### src/rtl/ads1292_sample_fifo_if.sv
// Four-phase request/acknowledge bus carrying one ADS1292 sample.
// The master drives data and valid; the slave answers on ack.
// Used on both sides of the sample FIFO.
interface ads1292_sample_fifo_if #(
  parameter int DATA_W = 32
);
  logic [DATA_W-1:0] data;
  logic              valid;
  logic              ack;

  modport master (output data, output valid, input ack);
  modport slave  (input data, input valid, output ack);
endinterface

### src/rtl/ads1292_sample_fifo.sv
// Elastic FIFO between the ADS1292 reader (four-phase responder side) and the filter (four-phase initiator side).
// Latency: ack one edge after valid is sampled; output request one edge after the capture edge when empty and idle.
// Backpressure: the reader is never stalled; a sample offered while full is acked, dropped and counted.
module ads1292_sample_fifo #(
  parameter int DATA_W = 32,
  parameter int DEPTH  = 8,
  parameter int AW     = 3
) (
  input  logic                   clk,
  input  logic                   rstn,
  ads1292_sample_fifo_if.slave   in_bus,
  ads1292_sample_fifo_if.master  out_bus,
  output logic [AW:0]            o_COUNT,
  output logic                   o_OVERFLOW,
  output logic [15:0]            o_DROP_CNT,
  input  logic                   i_CLR
);

  typedef enum logic {
    IN_IDLE,
    IN_ACK
  } in_state_t;

  typedef enum logic [1:0] {
    OUT_IDLE,
    OUT_REQ,
    OUT_REL
  } out_state_t;

  localparam logic [AW:0] FULL_CNT = (AW+1)'(DEPTH);

  logic [DATA_W-1:0] mem [DEPTH];
  logic [AW-1:0]     wr_ptr;
  logic [AW-1:0]     rd_ptr;
  logic [AW:0]       count;
  logic [DATA_W-1:0] out_data;

  in_state_t  in_state, in_next;
  out_state_t out_state, out_next;

  logic full;
  logic empty;
  logic wr_en;
  logic drop;
  logic load;
  logic pop;

  // Full/empty come from the pre-edge count, so a same-edge pop cannot rescue a sample offered while full.
  assign full  = (count == FULL_CNT);
  assign empty = (count == '0);

  assign in_bus.ack    = (in_state == IN_ACK);
  assign out_bus.valid = (out_state == OUT_REQ);
  assign out_bus.data  = out_data;
  assign o_COUNT       = count;

  // Responder: capture once per request, then wait for the reader to release valid.
  always_comb begin
    in_next = in_state;
    wr_en   = 1'b0;
    drop    = 1'b0;
    case (in_state)
      IN_IDLE: begin
        if (in_bus.valid) begin
          wr_en   = !full;
          drop    = full;
          in_next = IN_ACK;
        end
      end
      IN_ACK: begin
        if (!in_bus.valid) begin
          in_next = IN_IDLE;
        end
      end
      default: in_next = IN_IDLE;
    endcase
  end

  // Initiator: present the oldest entry, pop on ack, wait for ack release before the next one.
  always_comb begin
    out_next = out_state;
    load     = 1'b0;
    pop      = 1'b0;
    case (out_state)
      OUT_IDLE: begin
        if (!empty) begin
          load     = 1'b1;
          out_next = OUT_REQ;
        end
      end
      OUT_REQ: begin
        if (out_bus.ack) begin
          pop      = 1'b1;
          out_next = OUT_REL;
        end
      end
      OUT_REL: begin
        if (!out_bus.ack) begin
          out_next = OUT_IDLE;
        end
      end
      default: out_next = OUT_IDLE;
    endcase
  end

  // State registers for both handshake machines.
  always_ff @(posedge clk or negedge rstn) begin
    if (!rstn) begin
      in_state  <= IN_IDLE;
      out_state <= OUT_IDLE;
    end else begin
      in_state  <= in_next;
      out_state <= out_next;
    end
  end

  // Pointers wrap naturally at DEPTH; simultaneous write and pop leave the count unchanged.
  always_ff @(posedge clk or negedge rstn) begin
    if (!rstn) begin
      wr_ptr <= '0;
      rd_ptr <= '0;
      count  <= '0;
    end else begin
      if (wr_en) begin
        wr_ptr <= wr_ptr + 1'b1;
      end
      if (pop) begin
        rd_ptr <= rd_ptr + 1'b1;
      end
      case ({wr_en, pop})
        2'b10:   count <= count + 1'b1;
        2'b01:   count <= count - 1'b1;
        default: count <= count;
      endcase
    end
  end

  // Sample storage; contents after reset are irrelevant because the count is cleared.
  always_ff @(posedge clk) begin
    if (wr_en) begin
      mem[wr_ptr] <= in_bus.data;
    end
  end

  // Output data register holds its value after the request drops.
  always_ff @(posedge clk or negedge rstn) begin
    if (!rstn) begin
      out_data <= '0;
    end else if (load) begin
      out_data <= mem[rd_ptr];
    end
  end

  // Drop statistics: a drop on the clear edge counts as the first drop after the clear.
  always_ff @(posedge clk or negedge rstn) begin
    if (!rstn) begin
      o_OVERFLOW <= 1'b0;
      o_DROP_CNT <= '0;
    end else if (drop) begin
      o_OVERFLOW <= 1'b1;
      if (i_CLR) begin
        o_DROP_CNT <= 16'd1;
      end else if (o_DROP_CNT != 16'hFFFF) begin
        o_DROP_CNT <= o_DROP_CNT + 16'd1;
      end
    end else if (i_CLR) begin
      o_OVERFLOW <= 1'b0;
      o_DROP_CNT <= '0;
    end
  end

endmodule

### src/flat_wrapper.sv
// flat-port wrapper written by rule: the top's interface ports become plain ports
module ads1292_sample_fifo_flat 
#(
  parameter int DATA_W = 32,
  parameter int DEPTH  = 8,
  parameter int AW     = 3
)
  (clk, rstn, o_COUNT, o_OVERFLOW, o_DROP_CNT, i_CLR, in_bus_data, in_bus_valid, in_bus_ack, out_bus_data, out_bus_valid, out_bus_ack);
  ads1292_sample_fifo_if #(.DATA_W(DATA_W)) in_bus_i ();
  ads1292_sample_fifo_if #(.DATA_W(DATA_W)) out_bus_i ();
  input  logic clk;
  input  logic rstn;
  output logic [AW:0] o_COUNT;
  output logic o_OVERFLOW;
  output logic [15:0] o_DROP_CNT;
  input  logic i_CLR;
  input wire logic [$bits(in_bus_i.data)-1:0] in_bus_data;
  input wire logic [$bits(in_bus_i.valid)-1:0] in_bus_valid;
  output wire logic [$bits(in_bus_i.ack)-1:0] in_bus_ack;
  output wire logic [$bits(out_bus_i.data)-1:0] out_bus_data;
  output wire logic [$bits(out_bus_i.valid)-1:0] out_bus_valid;
  input wire logic [$bits(out_bus_i.ack)-1:0] out_bus_ack;
  assign in_bus_i.data = in_bus_data;
  assign in_bus_i.valid = in_bus_valid;
  assign in_bus_ack = in_bus_i.ack;
  assign out_bus_data = out_bus_i.data;
  assign out_bus_valid = out_bus_i.valid;
  assign out_bus_i.ack = out_bus_ack;
  ads1292_sample_fifo #(.DATA_W(DATA_W), .DEPTH(DEPTH), .AW(AW)) u_core (.clk(clk), .rstn(rstn), .in_bus(in_bus_i), .out_bus(out_bus_i), .o_COUNT(o_COUNT), .o_OVERFLOW(o_OVERFLOW), .o_DROP_CNT(o_DROP_CNT), .i_CLR(i_CLR));
endmodule
### config.mk
export PLATFORM = sky130hd
export DESIGN_NAME = ads1292_sample_fifo_flat
export DESIGN_NICKNAME = d
export VERILOG_FILES = /design/src/rtl/ads1292_sample_fifo_if.sv /design/src/rtl/ads1292_sample_fifo.sv /design/src/flat_wrapper.sv
export SDC_FILE = /design/constraint.sdc
export NUM_CORES = 1
export LEC_CHECK = 0
export ABC_CLOCK_PERIOD_IN_PS = 9200
export CAP_MARGIN = 40
export CORE_ASPECT_RATIO = 0.8
export CORE_MARGIN = 2
export CORE_UTILIZATION = 45
export CTS_BUF_LIST = sky130_fd_sc_hd__clkbuf_4 sky130_fd_sc_hd__clkbuf_8 sky130_fd_sc_hd__clkbuf_16
export CTS_CLUSTER_DIAMETER = 120
export DETAILED_ROUTE_END_ITERATION = 8
export RECOVER_POWER = 100
export SYNTH_ARGS = -nofsm -noshare
export SYNTH_HDL_FRONTEND = slang
export SYNTH_SLANG_ARGS = --single-unit
### constraint.sdc
create_clock -name clk -period 9.2 [get_ports clk]
set_input_delay 1.84 -clock clk [delete_from_list [all_inputs] [get_ports clk]]
set_output_delay 1.84 -clock clk [all_outputs]
set_load 0.05 [all_outputs]
==> flow_summary.ini <==
[synthesis]
synthSimpleGateAreaFrac = 0.0493
synth_area_per_cell_sq_um = 18.7
synth-adder-area-share = 0.00605
synth_top_family_by_area = multiplexers
synth-compound-area-share = 0.0298
synth_xor_xnor_area_share = 0.00846
synth_flop_cell = edfxtp_1
ys.warnings.count = 0
synth.area.mux_share = 0.148
synth_area_sq_mm = 0.0124
synth-seq-cells = 318
synth_cell_types = 50
syn_inst = 664
synth_nets = 707
synth_edf_count = 256
async_flop_share = 0.195
synth_seq_area_share = 0.744

[critical_path]
end_kind = flip-flop
r2r-end = u_core.out_bus.data[18]$_DFFE_PN0P_
reg2reg_slack_ps = 4000
cp-start-kind = input pin
path_class = input pin to flip-flop
r2r_start = u_core.rd_ptr[0]$_DFFE_PN0P_
rr_worst_depth = 4
required_ps = 9310
worstPathArrival_ps = 5370
critical_path.max_fanout = 18

[routing]
routed_wl_um = 24000
vias_per_cell = 5.46
antenna_left = 0
drtIter0Drc = 411
firstDrtPassIters = 5
drc_errors = 0
vias = 6355
wl_per_cell_um = 20.7

[timing]
fin_crit_ps = 5260
relSlewSlack = -0.816
slew_violations = 297
fmax_ghz = 0.190
hold_viol = 0
period_share = 0.572
setup_viol = 0
fin_skew_ps = 17.8
worstMarginPinSlew_ps = 2720
fin_setup_tns_ps = 0
fin_ws_ps = 3940
grt_setup_unrepaired = false
timing.hold.ws_ps = 470

[place]
post-place-ws_ps = 4820
dpl.hpwl_um = 14500
io_buffers = 91
postPlaceCellArea_sq_mm = 0.0139
gp_congestion = 0.781

[floorplanning]
die_y_um = 153
num_rows = 54
die_x_um = 190
die_area_sq_mm = 0.0289
start_util = 0.456
core_sq_mm = 0.0272
io_pins = 92

[finish]
final_nets = 817
final_area_sq_mm = 0.0149
antenna_cells = 0
drive_gt1_frac = 0.178
final_util = 0.547
areaGrowthSynthToFinish_pct = 19.9

[hold_path]
min_from = u_core.out_bus.data[7]$_DFFE_PN0P_
holdPathEnd = u_core.out_bus.data[7]$_DFFE_PN0P_
hold_depth = 2
hold_path.class = flip-flop to flip-flop

[power]
peakVddDrop_uv = 210
p_per_area_mw_per_mm2 = 309
p_leak_nw = 5.20

[cts]
cts_tree = yes
ctsResizeCount = 0
cts_max_level = 2
clk_path_buf_depth = 3
cts_buffers = 34
cts_setup_buffers = 0
clkTransAtPathRegs_ps = 60
cts.sinks = 318
cts_hold_buffers = 0
root_buffer = clkbuf_16
clk_latency_ps = 510

[global_route]
grt_max_degree = 51
grt.total_usage = 0.173
grt_pass1_wl_um = 38500
antenna_found_initial = 0
grt_pass1_vias = 6700
grt-ovfl-total = 0

[job]
cap_violations = 10

[status]
violations = capacitance limit, slew limit
status = finished with violations
-- worst max path at each step --
stage                                          from  slack, ps  cells after the start                                   to
floorplan                              in_bus_valid       4210                      3           u_core.mem[0][0]$_DFFE_PP_
global placement                       in_bus_valid       4860                      5           u_core.mem[3][8]$_DFFE_PP_
detailed placement                     in_bus_valid       4820                      5          u_core.mem[4][13]$_DFFE_PP_
CTS                 u_core.out_state[0]$_DFFE_PN0P_       5250                      2                        out_bus_valid
global route           u_core.rd_ptr[0]$_DFFE_PN0P_       3060                      4  u_core.out_bus.data[18]$_DFFE_PN0P_
finish                                 in_bus_valid       3940                      5          u_core.mem[4][11]$_DFFE_PP_
-- through the flow --
stage | total power [mW] | cells
global route | 4.85 | 1164
floorplan | 2.89 | 664
finish | 4.60 | 1164
CTS | 4.71 | 1164
global placement | 3.30 | 1095
detailed placement | 3.35 | 1102
-- layout make-up --
| cell class | instances | area (sq um) |
|---|---|---|
| clock buffers | 47 | 980 |
| multi-input cells | 306 | 3020 |
| fillers | 2100 | 12300 |
| inverters | 6 | 22.5 |
| clock inverters | 15 | 148 |
| well taps | 364 | 455 |
| flip-flops and latches | 318 | 9240 |
| repair buffers | 108 | 1020 |
-- cells in the final DEF (no fill, tap or decap), types with 2 or more instances in the layout --
| cell | n |
|---|---|
| a211o_1 | 2 |
| a21oi_1 | 3 |
| a2bb2oi_1 | 2 |
| a32oi_1 | 2 |
| and3_1 | 4 |
| buf_4 | 3 |
| bufinv_16 | 2 |
| clkbuf_1 | 11 |
| clkbuf_16 | 34 |
| clkbuf_4 | 8 |
| clkbuf_8 | 5 |
| clkinv_1 | 3 |
| clkinv_2 | 5 |
| dfrtp_1 | 60 |
| dlygate4sd3_1 | 90 |
| edfxtp_1 | 256 |
| ha_1 | 6 |
| inv_1 | 6 |
| inv_6 | 3 |
| mux2_2 | 4 |
| mux2i_1 | 34 |
| mux4_2 | 64 |
| nand2_1 | 49 |
| nand2b_1 | 4 |
| nand3_1 | 12 |
| nand3b_1 | 2 |
| nand4_1 | 9 |
| nor2_1 | 14 |
| nor2_4 | 2 |
| nor2b_1 | 6 |
| nor3_1 | 8 |
| nor4_1 | 3 |
| o21ai_0 | 39 |
| o31ai_1 | 2 |
| or3_1 | 2 |
| or4_1 | 2 |
| xnor2_1 | 6 |
| xor2_1 | 6 |
-- state kept, by name (all words and copies together) (netlist names) --
register             cells
u_core.o_DROP_CNT       16
u_core.out_state         2
u_core.in_bus.ack        1
u_core.wr_ptr            3
u_core.o_OVERFLOW        1
u_core.out_bus.data     32
u_core.o_COUNT           4
u_core.mem             256
u_core.rd_ptr            3
-- cell usage after synthesis, drive strengths merged, types with 2 or more instances --
cell type | count | area [sq um]
o31ai | 2 | 15.0
nor2 | 16 | 60.1
mux4 | 64 | 1440
nand4 | 9 | 56.3
o21ai | 39 | 195
clkbuf | 23 | 86.3
and3 | 4 | 25.0
xnor2 | 6 | 52.6
ha | 6 | 75.1
dfrtp | 62 | 1550
a21oi | 3 | 15.0
mux2i | 34 | 340
nand3b | 2 | 15.0
buf | 11 | 65.1
nor4 | 3 | 18.8
or2 | 2 | 15.0
nand3 | 12 | 60.1
a2bb2oi | 2 | 17.5
edfxtp | 256 | 7690
or4 | 2 | 15.0
a211o | 2 | 17.5
mux2 | 5 | 60.1
nor2b | 6 | 37.5
xor2 | 6 | 52.6
nand2 | 49 | 184
a32oi | 2 | 17.5
nand2b | 4 | 25.0
inv | 6 | 22.5
or3 | 2 | 12.5
nor3 | 8 | 40.0
-- where the power goes --
group	switching (mW)	leakage [nW]	internal, mW
sequential	0.144	3.10	1.75
clock	0.537	0.569	0.809
combinational	0.789	1.53	0.563
-- critical path, cell delays in order --
cell	delay, ps
dlygate4sd3_1	610
nand2b_1	140
or3_1	460
nor2_1	1250
clkbuf_1	1050
-- cells by family (layout without fill, tap and decap cells) --
kind of cell,Yosys count,count (layout)
compound gates,61,61
buf+inv,40,176
simple gates,124,124
fa+ha+maj,6,6
flops,318,318
mux,103,103
xor+xnor,12,12
-- routing by layer --
metal | up-vias | GRT usage | wire length (um)
li1 | 2881 | - | -
met1 | 3298 | 0.248 | 11300
met2 | 144 | 0.275 | 11300
met3 | 32 | 0.0334 | 999
met4 | 0 | 0.0461 | 444
met5 | - | 0 | 0
(Power assumes the default switching activity.)
